**src/rtl/inst_loader_pkg.sv**
```systemverilog
// inst_loader_pkg: shared types and constants for the program loader.
// State encoding, bytes per word and the byte-address shift used by the IRAM.
package inst_loader_pkg;

  typedef enum logic [2:0] {
    IDLE,
    LEN,
    DATA,
    WRITE,
    DONE,
    ERR
  } state_t;

  localparam int BYTES_PER_WORD = 4;
  localparam int ADDR_SHIFT     = 2;

endpackage

```
**src/rtl/inst_loader.sv**
```systemverilog
// inst_loader: packs a length-prefixed little-endian byte stream into 32-bit
// words and writes them to IRAM (is_write/im_addr/im_inst), holding the core.
//   in : clk, rst_n, start, rx_data[7:0], rx_valid
//   out: rx_ready, is_write, im_addr, im_inst, core_hold, load_done,
//        load_err, words_written[H:0]
module inst_loader
  import inst_loader_pkg::*;
#(
  parameter int W = 32,
  parameter int H = 8
) (
  input  logic         clk,
  input  logic         rst_n,
  input  logic         start,
  input  logic [7:0]   rx_data,
  input  logic         rx_valid,
  output logic         rx_ready,
  output logic         is_write,
  output logic [W-1:0] im_addr,
  output logic [W-1:0] im_inst,
  output logic         core_hold,
  output logic         load_done,
  output logic         load_err,
  output logic [H:0]   words_written
);

  localparam logic [31:0] CAP = 32'd1 << H;
  localparam logic [1:0]  LAST_BYTE = 2'(BYTES_PER_WORD - 1);

  state_t         state_q, state_d;
  logic [1:0]     byte_cnt_q, byte_cnt_d;
  logic [31:0]    n_words_q, n_words_d;
  logic [H-1:0]   word_idx_q, word_idx_d;
  logic [H:0]     ww_q, ww_d;
  logic [W-1:0]   addr_q, addr_d;
  logic [W-1:0]   inst_q, inst_d;

  logic           xfer;
  logic           last_byte;
  logic [31:0]    n_new;
  logic [H:0]     ww_inc;

  // Handshake outputs depend only on the state register.
  assign rx_ready  = (state_q == LEN) || (state_q == DATA);
  assign is_write  = (state_q == WRITE);
  assign core_hold = (state_q != DONE);
  assign load_done = (state_q == DONE);
  assign load_err  = (state_q == ERR);

  assign im_addr       = addr_q;
  assign im_inst       = inst_q;
  assign words_written = ww_q;

  assign xfer      = rx_valid && rx_ready;
  assign last_byte = (byte_cnt_q == LAST_BYTE);
  // Little-endian: bytes enter at the top and shift down.
  assign n_new     = {rx_data, n_words_q[31:8]};
  assign ww_inc    = ww_q + 1'b1;

  always_comb begin
    state_d    = state_q;
    byte_cnt_d = byte_cnt_q;
    n_words_d  = n_words_q;
    word_idx_d = word_idx_q;
    ww_d       = ww_q;
    addr_d     = addr_q;
    inst_d     = inst_q;

    unique case (state_q)
      IDLE, DONE, ERR: begin
        if (start || state_q == IDLE) begin
          byte_cnt_d = '0;
          word_idx_d = '0;
          ww_d       = '0;
        end
        if (start) state_d = LEN;
      end
      LEN: begin
        if (xfer) begin
          n_words_d  = n_new;
          byte_cnt_d = byte_cnt_q + 2'd1;
          if (last_byte) begin
            if (n_new == 32'd0)  state_d = DONE;
            else if (n_new > CAP) state_d = ERR;
            else                 state_d = DATA;
          end
        end
      end
      DATA: begin
        if (xfer) begin
          inst_d     = {rx_data, inst_q[W-1:8]};
          byte_cnt_d = byte_cnt_q + 2'd1;
          if (last_byte) begin
            state_d = WRITE;
            addr_d  = W'(word_idx_q) << ADDR_SHIFT;
          end
        end
      end
      WRITE: begin
        ww_d = ww_inc;
        // Index only advances when another word follows, so it never wraps.
        if (32'(ww_inc) == n_words_q) begin
          state_d = DONE;
        end else begin
          state_d    = DATA;
          word_idx_d = word_idx_q + 1'b1;
        end
      end
      default: state_d = IDLE;
    endcase
  end

  always_ff @(posedge clk or negedge rst_n) begin
    if (!rst_n) begin
      state_q    <= IDLE;
      byte_cnt_q <= '0;
      n_words_q  <= '0;
      word_idx_q <= '0;
      ww_q       <= '0;
      addr_q     <= '0;
      inst_q     <= '0;
    end else begin
      state_q    <= state_d;
      byte_cnt_q <= byte_cnt_d;
      n_words_q  <= n_words_d;
      word_idx_q <= word_idx_d;
      ww_q       <= ww_d;
      addr_q     <= addr_d;
      inst_q     <= inst_d;
    end
  end

endmodule
```
**config.mk**
```make
export PLATFORM = sky130hd
export DESIGN_NAME = inst_loader
export DESIGN_NICKNAME = d
export VERILOG_FILES = /design/src/rtl/inst_loader_pkg.sv /design/src/rtl/inst_loader.sv
export SDC_FILE = /design/constraint.sdc
export NUM_CORES = 1
export LEC_CHECK = 0
export ABC_AREA = 1
export CAP_MARGIN = 20
export CORE_UTILIZATION = 45
export CTS_BUF_LIST = sky130_fd_sc_hd__clkbuf_4 sky130_fd_sc_hd__clkbuf_8 sky130_fd_sc_hd__clkbuf_16
export DETAILED_ROUTE_END_ITERATION = 16
export GPL_TIMING_DRIVEN = 0
export PLACE_DENSITY_LB_ADDON = 0.12
export SETUP_SLACK_MARGIN = 0.02
export SLEW_MARGIN = 20
export SYNTH_ARGS = -nofsm -noshare
export SYNTH_HDL_FRONTEND = slang
export SYNTH_SLANG_ARGS = --single-unit
```
**constraint.sdc**
```tcl
create_clock -name clk -period 2.23 [get_ports clk]
set_input_delay 0.446 -clock clk [delete_from_list [all_inputs] [get_ports clk]]
set_output_delay 0.446 -clock clk [all_outputs]
set_load 0.005 [all_outputs]
```
Word-level counts from Yosys, hierarchy flattened. Index checks and enable logic that the tools add are counted.

Output and inout bits: 78. ROM bits: 0. Bits of input ports: 12. Bits in registers: 94. Memories: 0. Bits in writable memories: 0. Bits in latches: 0. Word-level logic and storage cells: 60.

Equal/unequal tests: 16. Bitwise gates (word level): 0. Shift-type cells: 0. Reductions and logical operators: 16. Muxes and demuxes: 17. Add/sub/neg operators: 3. Order comparisons: 1. Multipliers: 0. Divide/modulo/power cells: 0.

Operators with widths (count): $eq A9 B32 Y1 (1); $gt A32 B9 Y1 const B (1); $logic_not A32 Y1 (1); $mux W3 (8); $pmux W9 S2 (1); $mux W8 (2); $pmux W8 S2 (1); $ne A2 B2 Y1 const B (7); $pmux W3 S4 (1); $add A9 B1 Y9 const B (1); $mux W9 (1); $reduce_and A3 Y1 (3); $add A8 B1 Y8 const B (1); $eq A3 B2 Y1 const B (2); $eq A3 B3 Y1 const B (2); $reduce_and A2 Y1 (3); $reduce_and A5 Y1 (1); $mux W2 (2); $pmux W2 S2 (1); $reduce_bool A2 Y1 (2); $eq A3 B1 Y1 const B (1); $logic_not A3 Y1 (1); $ne A3 B3 Y1 const B (1); $reduce_or A3 Y1 (1); 6 further kinds (7).

Longest topological paths before layout. Gate-level depths: netlist of run 1.

Depth after elaboration: 6. Depth in mapped cells: 14. Depth with buffers taken out: 14.

Worst setup path before layout of run 1. Ideal clock, no wire load.

Kind: register -> register. Start point: register ww_q[0] (netlist: words_written[0]). End point: register word_idx_q[5]. Clock period less this slack: 1.768 ns. Stages on the path, launching flop included: 14. Path buffers: 0. Data required time: 2.163 ns. Data arrival time: 1.701 ns. Setup slack: 0.462 ns. Library setup time: 0.067 ns. Path through: dfrtp_1 > ha_1 > nand2_1 > nor2_2 > nand2_1 > nand2_1 > nand2_1 > nand2_1 > nand2_1 > nor2_1 > nand4_1 > nand2_2 > nand2_1 > nand2_1.

Cells in the longest elaborated chain, start to end: 4.

RTL lines: from (decl) (line inst_loader.sv:34) `logic [H:0] ww_q, ww_d;`; from (signal assigned) (line inst_loader.sv:127) `ww_q <= ww_d;`; $add A9 B1 Y9 (line inst_loader.sv:58) `assign ww_inc = ww_q + 1'b1;`; $eq A9 B32 Y1 (line inst_loader.sv:102) `if (32'(ww_inc) == n_words_q) begin`; $ne A2 B2 Y1 (no source line); $reduce_and A3 Y1 (no source line); to (signal assigned) (line inst_loader.sv:126) `word_idx_q <= word_idx_d;`; to (decl) (line inst_loader.sv:33) `logic [H-1:0] word_idx_q, word_idx_d;`.

Every way passes these cells. A chain may end at the register's enable or synchronous reset.

Worst setup path in the final report of run 1.
Start point: register state_q[2]. End point: output port rx_ready.

Cells in the longest elaborated chain, start to end: 2. Elaborated cells on any way between the ends: 3. Classes of those cells: eq/ne: 2; reduce/logical: 1.

RTL lines: from (decl) (line inst_loader.sv:30) `state_t state_q, state_d;`; from (signal assigned) (line inst_loader.sv:123) `state_q <= state_d;`; $eq A3 B1 Y1 or $eq A3 B2 Y1 (tied branches) (line inst_loader.sv:44) `assign rx_ready = (state_q == LEN) || (state_q == DATA);`; $logic_or A1 B1 Y1 * (line inst_loader.sv:44); to (decl) (line inst_loader.sv:17) `output logic rx_ready,`.

Mark *: on every way between the ends. The rest lies on a longest branch, timed or not.

==> run metrics, run 1 <==
status finished, final reports clean; die area 10,300 um^2; Longest Clk Path Bufs 2; PwrDens 953 nW/um^2; Mapped Area 4440 um^2; Post-synth EDFFs 0; endpoint class of the critical path output port; number of synthesized register bits 94; RSZ-0062 raised after global routing true; final WL 9900 um; remaining antenna violation count 0; delay of the slowest critical-path stage 0.52 ns; Reg2Reg Depth 13; Hold Fails Final Rpt 0; Yosys top cell area share 53.0%; Tcrit/Tclk final 97.2%; Final #Nets 680; die height 101 um; clk sinks 94; Worst R2R Setup Slack 0.20 ns; max cap viols 0; leakage 2.88 nW; Hold WC Path Type input port to async pin; Crit Path Class flop to output port; area leader, netlist dfrtp_1; syn_area_per_cell 8.06 um^2; Setup Skew 0.0115 ns; top-level port count 90; internal power 0.00345 W; Filler cells 840; clock power share 20.0%; Avg WL per Cell 12.4 um; Crit Path Max Fanout 4; reg-to-reg critical path endpoint word_idx_q[4]; Starting Density 47.2%; initial antenna violation count 0; Yosys warning total 0; post-route setup TNS 0 ns; ranking of synthesized cells by area dfrtp_1 (53%), nand2_1 (14%), inv_1 (5.2%); vias 3,798; Post-Syn Instances 551; sequential cell area fraction in the yosys report 53.0%; crit path DAT 1.72 ns; share of layout cells above drive strength 1 12.4%; detailed placer's ending HPWL 7260 um; Net Switching 0.00199 W; Max-slew headroom 65.8%; Clock Latency Late Sink 0.36 ns; Reg power frac 45.7%; Num CTS Buffers 9; Vias/cell 4.75; worst-path cell chain nor2_4 > inv_2 > o21ai_4 > clkdlybuf4s50_1; total gr overflow 0; max-slew violation count 0; total track usage 21.0%; IO Port Bufs 65; Final Critical Period 2.17 ns; Critical Path RT 1.78 ns; core area 9420 um^2; chip width 101 um; Sw Share 36.6%; CTS root buffer clkbuf_8; residual DRC count 0; actual slew at the worst max-slew pin 0.513 ns; ANT cells 0; Area Overhead vs Synth 28.6%; largest net degree at the start of global routing 81; FMAX 461 MHz; slowest CP cell clkdlybuf4s50_1; most common flop cell mapped by yosys dfrtp_1; H-tree depth 3; routability cong. 0.836; post-synthesis cell type count 26; crit path launch type flop; Clock transition at path regs 0.10 ns; r2r startpoint words_written[0]; total iterations of the first detailed-routing run 4; 1st-iter DRT viols 133; Worst IR Drop VDD 0.462 mV; CTS tree built; vias in the first global route 3,615; Comb power frac 34.3%; Final Setup Violations 0; final core utilization 60.7%; row cnt 35; asr flop ratio synth 100%; first-pass GRT wire length 17,000 um
[worst max-delay path, delay by kind of cell (launching register included)]
| kind | cells | cell delay (ns) |
|---|---|---|
| buf+inv | 2 | 0.60 |
| simple gates | 1 | 0.14 |
| compound gates | 1 | 0.16 |
| flops | 1 | 0.46 |
[per-stage QoR]
step | setup WS (ns) | hold WS (ns) | power [W] | cell area (um^2) | cells
finish | 0.0628 | 0.471 | 0.00544 | 5710 | 799
global route | -0.00862 | 0.460 | 0.00587 | 5710 | 799
CTS | 0.00336 | 0.451 | 0.00543 | 5620 | 791
detailed placement | 0.00545 | 0.286 | 0.00429 | 5370 | 769
global placement | -2.68 | 0.458 | 0.00422 | 5340 | 768
floorplan | 0.462 | 0.150 | 0.00350 | 4530 | 574
[flip-flops by register name, indices dropped and copies added (netlist names)]
signal and count:
im_inst 32, n_words_q 32, words_written 9, im_addr 8, word_idx_q 8, state_q 3, byte_cnt_q 2
[layout make-up]
cell class	count	area [um^2]	area share (%)
Multi-Input combinational cell	376	1710	30.0
Clock buffer	9	124	2.17
Clock inverter	7	65.1	1.14
Timing Repair Buffer	80	790	13.8
Inverter	65	244	4.27
Tap cell	129	161	2.83
Buffer	39	258	4.51
Sequential cell	94	2360	41.3
[cell usage in the layout (no fill, tap or decap), types with 4 or more instances in the layout]
| cell | instances |
|---|---|
| nand3_1 | 28 |
| buf_4 | 37 |
| buf_2 | 5 |
| dfrtp_1 | 90 |
| nor3_1 | 5 |
| nand4_1 | 7 |
| clkbuf_1 | 8 |
| o21ai_0 | 36 |
| o21ai_1 | 22 |
| nor2_1 | 41 |
| a21oi_1 | 16 |
| xor2_1 | 4 |
| dfrtp_2 | 4 |
| clkbuf_8 | 9 |
| clkdlybuf4s50_1 | 63 |
| conb_1 | 24 |
| nand2_1 | 170 |
| inv_1 | 61 |
| inv_2 | 4 |
| o22ai_1 | 5 |
[synthesized netlist by cell type (2+ instances only)]
cell type and n:
nor2_2 2, dfrtp_1 94, nor3_1 5, clkbuf_1 8, nand3_1 28, o21ai_0 36
buf_6 2, xor2_1 4, o22ai_1 5, nand2_2 3, inv_1 61, a21oi_1 16
buf_2 5, nand2_1 171, buf_4 24, ha_1 3, o21ai_1 22, inv_2 4
nor2_1 44, nand4_1 7, o21bai_1 2
[power groups by stage]
stage / clock [W] / combinational (W) / sequential, W
after floorplan: 0 / 0.00103 / 0.00247
after global placement: 0 / 0.00171 / 0.00251
after detailed placement: 0 / 0.00177 / 0.00252
after CTS: 0.00112 / 0.00183 / 0.00248
after global routing: 0.00119 / 0.00213 / 0.00255
final: 0.00109 / 0.00187 / 0.00249
[kinds of logic (layout without fill, tap and decap cells)]
family | after synthesis | count (layout) | share of synthesized area, %
XOR/XNOR | 4 | 4 | 0.789
buffers and inverters | 104 | 200 | 11.3
adder cells (fa/ha/maj) | 3 | 3 | 0.845
other | 1 | 24 | 0.0844
AND/OR/NAND/NOR | 263 | 263 | 24.5
AO/OA/AOI/OAI | 82 | 82 | 9.58
flip-flops | 94 | 94 | 53.0
[layer usage]
layer  vias to the layer above  share of wire (%)  track usage (%)
li1                       1918                  -                -
met1                      1783                 48             29.2
met2                        85                 47             33.7
met3                        12                3.5             3.11
met4                         0                1.6             7.58
met5                         -                  0                0
[worst max-delay path by stage]
stage / cells after the start / end / slack [ns] / start
after global placement: 1 / words_written[2] / -2.68 / rst_n
after global routing: 4 / load_done / -0.009 / state_q[2]
after detailed placement: 13 / word_idx_q[6] / 0.005 / words_written[0]
after floorplan: 13 / word_idx_q[5] / 0.46 / words_written[0]
after CTS: 4 / is_write / 0.003 / state_q[2]
final: 4 / rx_ready / 0.06 / state_q[2]
[what timing repair did]
| action | CTS | global route |
|---|---|---|
| pin swaps | 2 | 2 |
| buffers inserted | 5 | 8 |
| gates cloned | 0 | 0 |
| endpoints found under the hold margin | 14 | 0 |
| hold buffers | 1 | 0 |
| setup endpoints to repair | 10 | 12 |
| resized for setup | 5 | 10 |
Note: power is estimated with default switching activity, not from simulation.
==> inputs of run 2 (changes only) <==
--- a/config.mk
+++ b/config.mk
@@ -12,6 +12,7 @@
 export DETAILED_ROUTE_END_ITERATION = 16
 export GPL_TIMING_DRIVEN = 0
 export PLACE_DENSITY_LB_ADDON = 0.12
+export RECOVER_POWER = 100
 export SETUP_SLACK_MARGIN = 0.02
 export SLEW_MARGIN = 20
 export SYNTH_ARGS = -nofsm -noshare
==> run metrics, run 2 (same netlist as run 1, synthesis figures left out) <==
die area 10,300 um^2 (unchanged); most common cell after layout, fill and taps aside nand2_1; ANT cells 0 (unchanged); Critical Path RT 1.78 ns (about the same); max-slew violation count 0 (unchanged); slowest CP cell clkdlybuf4s50_1; delay of the slowest critical-path stage 0.55 ns (+0.03 ns); multi-input logic area 1690 um^2 (-1.2%); RSZ-0062 raised after global routing true; clk sinks 94 (unchanged); Crit Path Class flop to output port; top-level port count 90 (unchanged); H-tree depth 3 (unchanged); pre-CTS WS 0.00545 ns (unchanged); IO Port Bufs 65 (unchanged); 1st-iter DRT viols 151 (+14%); final WL 9940 um (+0.32%); Setup crit start state_q[2]; Avg WL per Cell 12.4 um (+0.32%); Worst R2R Setup Slack 0.17 ns (-0.03 ns); Clock transition at path regs 0.10 ns (about the same); share of layout cells above drive strength 1 11.8% (-0.60 points); Reg2Reg Depth 11 (-2); chip width 101 um (unchanged); Final #Nets 680 (unchanged); Max-slew headroom 35.1% (-31 points); worst hold slack 0.485 ns (+0.0134 ns); first-pass GRT wire length 17,000 um (unchanged); row cnt 35 (unchanged); routability cong. 0.836 (unchanged); Final Setup Violations 0 (unchanged); FMAX 463 MHz (+0.29%); Clock Latency Late Sink 0.37 ns (about the same); initial antenna violation count 0 (unchanged); Hold WC Path Type flop to flop; endpoint class of the critical path output port; CTS tree built; Starting Density 47.2% (unchanged); crit path launch type flop; CTS root buffer clkbuf_8; r2r startpoint state_q[2]; cell depth of the worst setup path 4 (unchanged); Num CTS Buffers 9 (unchanged); leakage 2.97 nW (+2.9%); actual slew at the worst max-slew pin 0.973 ns (+0.460 ns); post-route setup TNS 0 ns (unchanged); hold depth 2; Tcrit/Tclk final 96.9% (-0.28 points); core area 9420 um^2 (unchanged); post-placement cell area 5370 um^2 (unchanged); Vias/cell 4.74 (-0.32%); remaining antenna violation count 0 (unchanged); Worst Setup EP load_done; status finished, final reports clean; Buf+Inv Stages, Crit Path 2 (unchanged); vias in the first global route 3,615 (unchanged); Setup Skew 0.0118 ns (+0.000329 ns); CP delay by family, top buffers and inverters; vias 3,786 (-0.32%); Crit Path Max Fanout 4 (unchanged); residual DRC count 0 (unchanged); highest-count cells in the layout ignoring fill and taps nand2_1 (170), dfrtp_1 (90), inv_1 (61), o21ai_0 (51), dlygate4sd3_1 (49); worst-path cell chain buf_4 > nand2_1 > nor2_1 > clkdlybuf4s50_1; Hold Fails Final Rpt 0 (unchanged); max cap viols 0 (unchanged); fin area 5680 um^2 (-0.59%); Longest Clk Path Bufs 2 (unchanged); crit path DAT 1.72 ns (about the same); Worst IR Drop VDD 0.461 mV (-0.21%); total track usage 21.0% (unchanged); Final Critical Period 2.16 ns (-0.00620 ns); die height 101 um (unchanged); detailed placer's ending HPWL 7260 um (unchanged); reg-to-reg critical path endpoint im_inst[20]; Filler cells 845 (+0.60%); final core utilization 60.3% (-0.36 points); PwrDens 942 nW/um^2 (-1.1%); total iterations of the first detailed-routing run 4 (unchanged); Area Overhead vs Synth 27.9%; largest net degree at the start of global routing 81 (unchanged); total gr overflow 0 (unchanged); min setup slack post-route 0.0690 ns (+0.00620 ns); Register Area 2360 um^2 (unchanged)
-- run 2: cell types whose count changed in the layout (fill, tap and decap cells not counted), sizes merged --
| cell | before | now |
|---|---|---|
| clkdlybuf4s50 | 63 | 15 |
| dlygate4sd3 | 1 | 49 |
| buf | 46 | 37 |
| clkbuf | 17 | 26 |
-- run 2: worst reg2reg max path: cells and delay by family (launching register included) --
family	cells	cell delay (ns)
AO/OA/AOI/OAI	1	0.16
AND/OR/NAND/NOR	5	0.70
buffers and inverters	5	0.65
flip-flops	1	0.46
-- run 2: worst min-delay path by stage --
stage	startpoint	slack, ns	end
floorplan	rst_n	0.15	byte_cnt_q[0]
global placement	word_idx_q[7]	0.46	word_idx_q[7]
detailed placement	rst_n	0.29	im_inst[6]
CTS	rst_n	0.45	im_inst[6]
global route	im_inst[4]	0.51	im_inst[4]
finish	word_idx_q[7]	0.48	word_idx_q[7]
-- run 2: cell type report --
cell class | instances | area share [%]
well taps | 129 | 2.84
clock inverters | 7 | 1.15
clock buffers | 9 | 2.18
plain buffers | 39 | 4.52
repair buffers | 80 | 13.7
multi-input cells | 376 | 29.8
flip-flops and latches | 94 | 41.5
inverters | 65 | 4.30
-- run 2: power breakdown --
part	switching, W	total [W]	internal [W]	leakage, nW
Clock	0.000655	0.00109	0.000433	0.0943
Sequential	0.000293	0.00248	0.00218	1.19
Combinational	0.00102	0.00179	0.000762	1.68
Total	0.00197	0.00535	0.00338	2.97
-- run 2: repair_timing --
item                       in CTS  in global routing
setup endpoints to repair      10                 12
pin swaps                       2                  2
gates resized for setup         5                 10
setup buffers                   5                  8
hold buffers                    1                  0
hold endpoints to repair       14                  0
-- run 2: routing by layer --
layer | global-route usage [%] | routed length [um]
met5 | 0 | 0
met3 | 3.11 | 404
met2 | 33.7 | 4640
met4 | 7.58 | 154
met1 | 29.2 | 4730
-- run 2: per-stage QoR --
stage,power [W],cells
after floorplan,0.00350,574
after global placement,0.00422,768
after detailed placement,0.00429,769
after CTS,0.00543,791
after global routing,0.00578,799
final,0.00535,799
==> inputs of run 3 (changes only) <==
--- a/config.mk
+++ b/config.mk
@@ -7,10 +7,12 @@
 export LEC_CHECK = 0
 export ABC_AREA = 1
 export CAP_MARGIN = 20
+export CORE_MARGIN = 3
 export CORE_UTILIZATION = 45
 export CTS_BUF_LIST = sky130_fd_sc_hd__clkbuf_4 sky130_fd_sc_hd__clkbuf_8 sky130_fd_sc_hd__clkbuf_16
 export DETAILED_ROUTE_END_ITERATION = 16
 export GPL_TIMING_DRIVEN = 0
+export HOLD_SLACK_MARGIN = 0.03
 export PLACE_DENSITY_LB_ADDON = 0.12
 export RECOVER_POWER = 100
 export SETUP_SLACK_MARGIN = 0.02
==> run metrics, run 3 (same netlist as run 1, synthesis figures left out) <==
clk sinks 94 (unchanged); row cnt 35 (unchanged); Longest Clk Path Bufs 2 (unchanged); Tcrit/Tclk final 95.5% (-1.4 points); CTS root buffer clkbuf_8; crit path DAT 1.68 ns (-0.04 ns); first-pass GRT wire length 17,600 um (+3.7%); die height 105 um (+3.9%); final WL 10,100 um (+1.9%); Final Critical Period 2.13 ns (-0.0312 ns); fin area 5640 um^2 (-0.77%); core area 9420 um^2 (unchanged); worst-path cell chain nor2_2 > inv_2 > nor2_4 > clkdlybuf4s50_1; post-placement cell area 5370 um^2 (unchanged); total track usage 19.1% (-1.9 points); top-level port count 90 (unchanged); routability cong. 0.875 (+4.7%); RSZ-0062 raised after global routing false; Hold Fails Final Rpt 0 (unchanged); Vias/cell 4.79 (+1.1%); endpoint class of the critical path output port; share of layout cells above drive strength 1 10.5% (-1.3 points); hold_sp word_idx_q[7]; vias in the first global route 3,656 (+1.1%); vias 3,819 (+0.87%); max cap viols 0 (unchanged); Worst R2R Setup Slack 0.16 ns (about the same); leakage 2.91 nW (-2.0%); detailed placer's ending HPWL 7560 um (+4.2%); Hold WC Path Type flop to flop; highest-count cells in the layout ignoring fill and taps nand2_1 (173), dfrtp_1 (91), inv_1 (61), o21ai_0 (51), dlygate4sd3_1 (49); largest net degree at the start of global routing 55 (-32%); total iterations of the first detailed-routing run 5 (+1); r2r startpoint state_q[2]; most common cell after layout, fill and taps aside nand2_1; Setup Skew 0.00850 ns (-0.00334 ns); Avg WL per Cell 12.7 um (+2.1%); initial antenna violation count 0 (unchanged); Max-slew headroom 30.5% (-4.6 points); chip width 105 um (+3.9%); reg-to-reg critical path endpoint im_inst[21]; crit path launch type flop; WHS Endpoint word_idx_q[7]; worst hold slack 0.481 ns (-0.00425 ns); Area Overhead vs Synth 26.9%; CTS tree built; slowest CP cell clkdlybuf4s50_1; Crit Path Class flop to output port; Final #Nets 678 (-0.29%); Starting Density 47.2% (unchanged); total gr overflow 0 (unchanged); max-slew violation count 0 (unchanged); Reg2Reg Depth 12 (+1); actual slew at the worst max-slew pin 1.04 ns (+0.0686 ns); delay of the slowest critical-path stage 0.51 ns (-0.04 ns); PwrDens 948 nW/um^2 (+0.62%); residual DRC count 0 (unchanged); hold depth 2 (unchanged); Clock Latency Late Sink 0.36 ns (about the same); Crit Path Max Fanout 4 (unchanged); status finished, final reports clean; FMAX 470 MHz (+1.5%); H-tree depth 3 (unchanged); 1st-iter DRT viols 181 (+20%); Final Setup Violations 0 (unchanged); Worst IR Drop VDD 0.565 mV (+23%); die area 11,100 um^2 (+8.0%); IO Port Bufs 65 (unchanged); Num CTS Buffers 9 (unchanged); Clock transition at path regs 0.10 ns (about the same); remaining antenna violation count 0 (unchanged); ANT cells 0 (unchanged); Critical Path RT 1.78 ns (about the same)
## run 3: changes by cell type in the layout (fill, tap and decap cells not counted), sizes merged
| cell | before | now |
|---|---|---|
| clkbuf | 26 | 24 |
| clkinv | 2 | 4 |
| dlygate4sd2 | 0 | 1 |
| dlymetal6s2s | 1 | 0 |
| inv | 69 | 67 |
## run 3: how the worst max path moves through the flow
stage	slack [ns]	to	startpoint
after floorplan	0.46	word_idx_q[5]	words_written[0]
after global placement	-2.69	words_written[2]	rst_n
after detailed placement	0.01	word_idx_q[2]	words_written[0]
after CTS	0.02	is_write	state_q[2]
after global routing	0.01	im_addr[3]	state_q[2]
final	0.10	is_write	state_q[2]
## run 3: cell type report
| class | count | area [um^2] |
|---|---|---|
| fill | 891 | 3780 |
| sequential | 94 | 2360 |
| multi-input combinational | 376 | 1680 |
| timing repair buffer | 78 | 749 |
| buffer | 39 | 255 |
| inverter | 65 | 244 |
| tap | 129 | 161 |
| clock buffer | 9 | 124 |
| clock inverter | 7 | 70.1 |
## run 3: timing repair
action / CTS / global route
hold buffers: 1 / 0
setup endpoints to repair: 10 / 11
setup buffers: 5 / 6
pin swaps: 2 / 3
endpoints found under the hold margin: 40 / 0
resized for setup: 7 / 3
## run 3: routing by layer
| layer | vias up | global-route usage, % | share of wire (%) |
|---|---|---|---|
| li1 | 1913 | - | - |
| met3 | 13 | 3.55 | 5.3 |
| met5 | - | 0 | 0 |
| met1 | 1797 | 26.6 | 46 |
| met4 | 0 | 5.44 | 1.2 |
| met2 | 96 | 30.6 | 48 |
## run 3: report_power, final
part	switching, W	total (W)	internal (W)	leakage, nW
registers	0.000285	0.00247	0.00218	1.19
clock network	0.000669	0.00110	0.000432	0.0947
logic	0.00103	0.00177	0.000741	1.62
total	0.00198	0.00534	0.00336	2.91
## run 3: metrics by stage
step                      total power, W  worst slack [ns]  TNS (ns)  std cells  utilization, %
final                            0.00534             0.100         0        797            59.9
after global placement           0.00422             -2.69   -252.58        768            56.7
after global routing             0.00575            0.0119         0        797            59.9
after detailed placement         0.00430            0.0126         0        769            57.0
after floorplan                  0.00350             0.462         0        574               -
after CTS                        0.00545            0.0160         0        791            59.8
## run 3: worst max-delay path, delay by kind of cell, from the launching register on
| kind | cells | cell delay (ns) |
|---|---|---|
| and+or+nand+nor | 2 | 0.30 |
| DFF | 1 | 0.42 |
| buffers and inverters | 2 | 0.60 |
